<file path="config.mk">
export PLATFORM = sky130hd
export DESIGN_NAME = cam_cfg_seq
export DESIGN_NICKNAME = d
export VERILOG_FILES = /design/src/rtl/cam_cfg_seq.sv
export SDC_FILE = /design/constraint.sdc
export NUM_CORES = 1
export LEC_CHECK = 0
export CORE_MARGIN = 10
export CORE_UTILIZATION = 40
export CTS_CLUSTER_DIAMETER = 200
export DETAILED_ROUTE_END_ITERATION = 8
export MAX_ROUTING_LAYER = met4
export SLEW_MARGIN = 20
export SYNTH_ARGS = -nofsm -noshare
export SYNTH_HDL_FRONTEND = slang
export SYNTH_SLANG_ARGS = --single-unit
export TNS_END_PERCENT = 1
</file>
<file path="constraint.sdc">
create_clock -name meg25 -period 7.3 [get_ports meg25]
set_input_delay 1.46 -clock meg25 [delete_from_list [all_inputs] [get_ports meg25]]
set_output_delay 1.46 -clock meg25 [all_outputs]
set_load 0.005 [all_outputs]
</file>
<file path="src/rtl/cam_cfg_seq.sv">
`default_nettype none
// ============================================================================
// Module   : cam_cfg_seq
// Brief    : Camera register-init sequencer. Walks a small register table and
//            feeds {DEV_ADDR, reg, data} writes to the downstream i2c master,
//            one at a time, with soft-reset delay entries (reg 8'hFF).
//            Optional NACK retry is enabled by defining CFG_RETRY_EN.
// Revision : 1.0 - initial release
// ============================================================================
module cam_cfg_seq #(
    parameter logic [7:0] DEV_ADDR       = 8'h42,
    parameter int         NUM_REGS       = 4,
    parameter int         GAP_CYCLES     = 250,
    parameter int         TIMEOUT_CYCLES = 4095,
    parameter int         MAX_RETRY      = 3
) (
    input  logic        meg25,
    input  logic        rst,
    input  logic        start,
    input  logic        i2c_done,
    input  logic        i2c_nack,
    output logic [23:0] send_dat,
    output logic        sendit,
    output logic        cfg_busy,
    output logic        cfg_done,
    output logic        cfg_err,
    output logic [7:0]  reg_idx
);

    localparam logic [7:0]  c_LAST_IDX = 8'(NUM_REGS - 1);
    localparam logic [19:0] c_GAP_LOAD = 20'(GAP_CYCLES - 1);
    localparam logic [19:0] c_TO_LAST  = 20'(TIMEOUT_CYCLES - 1);

    typedef enum logic [2:0] {
        S_IDLE  = 3'd0,
        S_LOAD  = 3'd1,
        S_SEND  = 3'd2,
        S_WAIT  = 3'd3,
        S_GAP   = 3'd4,
        S_DELAY = 3'd5,
        S_DONE  = 3'd6,
        S_ERR   = 3'd7
    } state_t;

    state_t      r_state, w_state_nxt;
    logic [19:0] r_cnt,   w_cnt_nxt;
    logic [7:0]  r_idx,   w_idx_nxt;
    logic [23:0] r_dat,   w_dat_nxt;
    logic [15:0] w_rom;
    logic        w_is_delay;

`ifdef CFG_RETRY_EN
    localparam int c_RW = $clog2(MAX_RETRY + 1);
    logic [c_RW-1:0] r_retry, w_retry_nxt;
    // Set while a NACKed entry is sitting out its gap, so the gap ends by
    // reloading the same entry instead of advancing.
    logic            r_redo,  w_redo_nxt;
`endif

    // Register table: {reg_addr, data}; reg 8'hFF is a delay of data*1024 cycles.
    always_comb begin
        case (r_idx)
            8'd0:    w_rom = 16'h1280;
            8'd1:    w_rom = 16'hFF0A;
            8'd2:    w_rom = 16'h1101;
            8'd3:    w_rom = 16'h40D0;
            default: w_rom = 16'hFFFF;
        endcase
    end

    assign w_is_delay = (w_rom[15:8] == 8'hFF);

    // Next-state and datapath update; one shared counter serves WAIT (up) and GAP/DELAY (down).
    always_comb begin
        w_state_nxt = r_state;
        w_cnt_nxt   = r_cnt;
        w_idx_nxt   = r_idx;
        w_dat_nxt   = r_dat;
`ifdef CFG_RETRY_EN
        w_retry_nxt = r_retry;
        w_redo_nxt  = r_redo;
`endif
        case (r_state)
            S_IDLE, S_DONE, S_ERR: begin
                if (start) begin
                    w_state_nxt = S_LOAD;
                    w_idx_nxt   = 8'd0;
                    w_cnt_nxt   = 20'd0;
`ifdef CFG_RETRY_EN
                    w_retry_nxt = '0;
                    w_redo_nxt  = 1'b0;
`endif
                end
            end
            S_LOAD: begin
                if (w_is_delay) begin
                    w_state_nxt = S_DELAY;
                    w_cnt_nxt   = {2'b00, w_rom[7:0], 10'b0};
                end else begin
                    w_state_nxt = S_SEND;
                    w_dat_nxt   = {DEV_ADDR, w_rom};
                end
            end
            S_SEND: begin
                w_state_nxt = S_WAIT;
                w_cnt_nxt   = 20'd0;
            end
            S_WAIT: begin
                // A completion on the final timeout cycle still counts as success.
                if (i2c_done) begin
                    if (!i2c_nack) begin
                        w_state_nxt = S_GAP;
                        w_cnt_nxt   = c_GAP_LOAD;
                    end else begin
`ifdef CFG_RETRY_EN
                        if (r_retry < c_RW'(MAX_RETRY)) begin
                            w_retry_nxt = r_retry + 1'b1;
                            w_redo_nxt  = 1'b1;
                            w_state_nxt = S_GAP;
                            w_cnt_nxt   = c_GAP_LOAD;
                        end else begin
                            w_state_nxt = S_ERR;
                        end
`else
                        w_state_nxt = S_ERR;
`endif
                    end
                end else if (r_cnt == c_TO_LAST) begin
                    w_state_nxt = S_ERR;
                end else begin
                    w_cnt_nxt = r_cnt + 20'd1;
                end
            end
            S_GAP, S_DELAY: begin
                if (r_cnt != 20'd0) begin
                    w_cnt_nxt = r_cnt - 20'd1;
                end else begin
`ifdef CFG_RETRY_EN
                    if (r_redo) begin
                        w_redo_nxt  = 1'b0;
                        w_state_nxt = S_LOAD;
                    end else
`endif
                    if (r_idx == c_LAST_IDX) begin
                        w_state_nxt = S_DONE;
                    end else begin
                        w_idx_nxt   = r_idx + 8'd1;
                        w_state_nxt = S_LOAD;
`ifdef CFG_RETRY_EN
                        w_retry_nxt = '0;
`endif
                    end
                end
            end
            default: w_state_nxt = S_IDLE;
        endcase
    end

    // State and datapath registers with synchronous reset.
    always_ff @(posedge meg25) begin
        if (rst) begin
            r_state <= S_IDLE;
            r_cnt   <= 20'd0;
            r_idx   <= 8'd0;
            r_dat   <= 24'd0;
`ifdef CFG_RETRY_EN
            r_retry <= '0;
            r_redo  <= 1'b0;
`endif
        end else begin
            r_state <= w_state_nxt;
            r_cnt   <= w_cnt_nxt;
            r_idx   <= w_idx_nxt;
            r_dat   <= w_dat_nxt;
`ifdef CFG_RETRY_EN
            r_retry <= w_retry_nxt;
            r_redo  <= w_redo_nxt;
`endif
        end
    end

    // Status flags are decoded straight from the registered state.
    assign send_dat = r_dat;
    assign reg_idx  = r_idx;
    assign sendit   = (r_state == S_SEND);
    assign cfg_done = (r_state == S_DONE);
    assign cfg_err  = (r_state == S_ERR);
    assign cfg_busy = (r_state != S_IDLE) && (r_state != S_DONE) && (r_state != S_ERR);

endmodule
`default_nettype wire
</file>
# Yosys cells after proc, flatten, opt, wreduce, memory -nomap -nowiden
# Index checks and enable logic that the tools add are counted.
# word_totals
register_bits	48
latchBits	0
ram_bits	0
rom_bits	0
input_bits	5
mem_count	0
# classes
addsub	3
multipliers	0
div	0
magnitude_cmp	0
eq_ne	22
shift	0
n_mux	20
bitwise_logic	1
n_reduce_logical	13
# op_table
op	n
$mux W20	6
$pmux W20 S5	1
$pmux W16 S4	1
$mux W8	3
$add A20 B1 Y20 const B	1
$eq A20 B12 Y1 const B	1
$reduce_bool A20 Y1	1
$sub A20 B1 Y20 const B	1
$mux W3	6
$eq A8 B2 Y1 const B	2
$pmux W8 S2	1
$ne A3 B3 Y1 const B	5
$pmux W3 S5	1
$eq A3 B3 Y1 const B	4
$ne A2 B2 Y1 const B	5
$add A8 B1 Y8 const B	1
$eq A8 B1 Y1 const B	1
$eq A8 B8 Y1 const B	1
$logic_not A8 Y1	1
$eq A3 B2 Y1 const B	2
$reduce_and A5 Y1	1
$reduce_and A4 Y1	1
$eq A3 B1 Y1 const B	1
$logic_not A3 Y1	1
9 further kinds	10

# Logic depth before layout (Yosys ltp)
# depth
depth_word	5
mapped_depth	12
ltp_nobuf	8

# Worst setup path before layout
# OpenSTA, ideal clock, no wires.
# synth_timing
path_kind	input-to-reg
startpoint	input port i2c_done
endpoint	register r_cnt[18]
setup_time_ns	0.132
arrival_ns	2.730
t_required_ns	7.168
setup_slack_ns	4.438
cell_stages	7
cell_sequence	inv_1 -> o21ai_0 -> o31ai_4 -> or4_1 -> buf_2 -> o21ai_0 -> a21oi_1
# synth_via
elab_chain_len	2
elab_cells_between_ends	5
classes_between	2 x eq/ne; 2 x mux; 1 x reduce/logical
# synth_lines
item	line_no	source
start, declared	20	input logic i2c_done,
$ne A3 B3 Y1 (no source line) / $mux W20 (equally long branches)	--	
$reduce_and A5 Y1 (no source line) / $pmux W20 S5 (equally long branches)	--	
end signal, assigned	172	r_cnt <= w_cnt_nxt;
end, declared	46	logic [19:0] r_cnt, w_cnt_nxt;
# Several ways; a longest one is shown, not always the timed one.
# A chain may end at the register's enable or synchronous reset.

# Worst setup path in the final report
# layout_timing
startpoint	input port i2c_done
endpoint	register r_cnt[17]
# The elaborated chain is that of the path after synthesis.

==> summary.md <==
| Metric | Value |
|---|---|
| Gr ovfl total | `0` |
| Psw | `about 0.48 mW` |
| Crit Path Class | `in -> reg` |
| Setup-failing EPs final | `0` |
| MaxCap Viol Count | `0` |
| Prevailing post-synth register cell | `dfxtp_1` |
| Crit Path Max Fanout | `7` |
| Inst Count DP | `518` |
| Top post-synthesis cells by area | `dfxtp_1 (27%), nor2_1 (6.0%), a21oi_1 (4.9%)` |
| Layout cell share with drive strength beyond 1 | `roughly 4.9%` |
| CP Cell Sequence | `clkdlybuf4s50_1 -> inv_1 -> o21ai_0 -> o31ai_4 -> nor3_1 -> a22o_1` |
| Unrepaired setup endpoints after global routing | `false` |
| Area growth, synth to finish | `11.1%` |
| Fin crit share | `46.1%` |
| Comb power frac | `between 50 and 60%` |
| Adder-Cell Fraction of Synth Area | `3.26%` |
| Seq pwr share | `between 30% and 40%` |
| DP HPWL | `between 6 and 7 mm` |
| Yosys reg bits | `about 40` |
| Hold-fix buffers, CTS | `0` |
| Crit. End Element | `flop` |
| Fillers | `roughly 760` |
| Clock Skew | `around 0.011 ns` |
| Main combinational cell family by area after synthesis | `simple AND/OR/NAND/NOR gates` |
| WP depth | `6` |
| Worst Tran Pin Value | `around 0.96 ns` |
| Fin crit period | `about 3.4 ns` |
| Slowest CP cell | `nor3_1` |
| Vias in the first global route | `~2.8k` |
| Port Buffers | `34` |
| Leading area contributor after synthesis | `dfxtp_1` |
| Power Total | `1.01 mW` |
| IO Count | `between 40 and 50` |
| DRC violations left | `0` |
| Slew Viols, Final | `0` |
| Clock power frac | `~16%` |
| Outcome | `finished, final reports clean` |
| Final net count | `between 400 and 500` |
| Die X | `roughly 110 microns` |
| Wire length per cell | `about 17 microns` |
| Final antenna-violating net count | `0` |
| Vias per inst | `approximately 6` |
| CP delay by family, top | `simple AND/OR/NAND/NOR gates` |
| Mapped Cells | `roughly 430` |
| Maximum vdd drop | `roughly 0.15 mV` |
| Placer Congestion | `between 0.8 and 0.9` |
| Global Route Usage Sum | `~15%` |
| Row cnt | `31` |
| CP startpoint kind | `input port` |
| H-Tree Depth | `2` |
| Slew HR | `35.7%` |
| Yosys top cell area share | `a little over a quarter` |
| Largest net degree at the start of global routing | `28` |
| Clk buf depth | `2` |
| Core area | `between 7000 and 8000 sq um` |
| Sink Count | `around 40` |
| Hold depth | `2` |
| Synth Area in Compound Gates | `about a quarter` |
| Sw Share | `between 40% and 50%` |
| Die area | `roughly 12000 sq um` |
| DRT Wirelength | `9.08 mm` |
| Post-cts resize count | `0` |
| WP data required | `between 7 and 8 ns` |
| Worst r2r path cells | `8` |
| CP bufs+invs | `2` |
| Power Density | `approximately 300 nW/um^2` |
| 1st-pass router iterations | `7` |
| Synth Area in XOR/XNOR | `about 2.6%` |
| Power Internal | `about 0.53 mW` |
| Avg Synthesized Cell Area | `7.20 sq um` |
| Mux contribution to synthesized area | `less than 1%` |
| Post-synth EDFFs | `0` |
| Worst hold path type | `reg -> reg` |
| Asr flop ratio synth | `0%` |
| Commonest non-fill, non-tap cell in the layout | `nor2_1` |
| Worst path max stage delay | `~0.80 ns` |
| Antenna violations before repair | `0` |
| CTS tree | `yes` |
| Clk slew on worst S/H paths | `roughly 0.080 ns` |
| Simple-gate area share of the yosys netlist | `roughly 32%` |
| Post-CTS setup buffer count | `0` |
| Leakage | `between 1 and 1.5 nW` |
| Clock Tree Root | `clkbuf_8` |
| Commonest cells after routing, fill and taps aside | `nor2_1 (49), dfxtp_1 (41), nand2_1 (39)` |
| Die H | `roughly 110 microns` |
| YS warnings | `0` |
| CTS buffer count | `5` |
| Fin. Hold Viols | `0` |
| Syn Std Cell Area | `3070 sq um` |
| Core Util, Final | `a little under half` |
| Initial core utilization | `about two fifths` |
| Setup tns final | `0 ns` |
| Critical path arrival | `3.61 ns` |
| Initial DRC Count | `approximately 230` |
| Post-synthesis cell type count | `between 60 and 70` |
| Worst-skew pair later-pin latency | `0.30 ns` |
| Sequential share of the synthesized area | `approximately 27%` |
| Antenna fix cells | `0` |
| Post-Layout Cell Count | `around 530` |
| Highest clock rate | `about 300 MHz` |
| Global-route wire length before repair | `~14 mm` |
| Vias | `roughly 3.2k` |
| Hold slack | `between 0.4 and 0.5 ns` |
==> tightest hold or removal path, delay by kind of cell, from the launching register on <==
family / cells / cell delay [ns]
compound gates: 1 / 0.05
simple gates: 1 / 0.05
flops: 1 / 0.31
==> routing by layer <==
metal	share of wire [%]	global-route usage, %	vias to the layer above	routed length [microns]
li1	-	-	1543	-
met2	44	22.7	150	4040
met3	7.5	2.28	15	677
met1	47	21.1	1450	4250
met4	1.2	4.01	0	106
met5	0	-	-	0
==> layout make-up <==
type,instances,area [sq um],area share [%]
Multi-Input combinational cell,331,1970,57.8
Sequential cell,41,821,24.1
Timing Repair Buffer,38,370,10.9
Tap cell,99,124,3.63
Clock buffer,6,82.6,2.42
Inverter,9,33.8,0.991
Clock inverter,1,7.51,0.220
==> registers in the layout, indices dropped and copies added, names as in the netlist <==
signal and flops:
r_cnt 20, send_dat 10, reg_idx 8, r_state 3
==> power groups by stage <==
stage                     registers [mW]  logic, mW  clock network [mW]
final                              0.315      0.531               0.161
after global routing               0.322      0.587               0.170
after CTS                          0.313      0.523               0.164
after detailed placement           0.318      0.520                   0
after global placement             0.318      0.519                   0
after floorplan                    0.279      0.436                   0
==> cells by family (layout without fill, tap and decap cells) <==
kind of cell | after synthesis | count (layout)
AND/OR/NAND/NOR | 193 | 193
AO/OA/AOI/OAI | 114 | 114
buffers and inverters | 59 | 54
flip-flops | 41 | 41
XOR/XNOR | 9 | 9
adder cells (fa/ha/maj) | 8 | 8
other | 1 | 6
multiplexers | 1 | 1
==> metrics by stage <==
stage	cell area, sq um	worst slack [ns]
global placement	3310	3.72
detailed placement	3310	3.66
finish	3410	3.93
CTS	3400	3.98
floorplan	3090	4.44
global route	3410	3.80
==> path summary, 6_finish.rpt <==
path               startpoint     endpoint  slack [ns]
setup / recovery     i2c_done    r_cnt[17]        3.93
setup reg to reg   reg_idx[0]    r_cnt[17]        4.42
hold / removal    send_dat[0]  send_dat[0]        0.46
hold reg to reg   send_dat[0]  send_dat[0]        0.46
==> synth_stat cells (all sizes together), types with 4 or more instances <==
| library cell | count |
|---|---|
| nor2 | 49 |
| dfxtp | 41 |
| nand2 | 39 |
| clkbuf | 32 |
| a21oi | 30 |
| o21ai | 25 |
| nand3 | 21 |
| nor3 | 20 |
| buf | 18 |
| nor4 | 14 |
| and2 | 9 |
| inv | 9 |
| ha | 8 |
| a22o | 7 |
| a211oi | 6 |
| a31oi | 6 |
| nand4 | 6 |
| o31ai | 6 |
| or4 | 6 |
| nand2b | 5 |
| o211ai | 5 |
| xnor2 | 5 |
| a311oi | 4 |
| or3 | 4 |
| xor2 | 4 |
No activity file was read; power rests on OpenSTA's default activity.
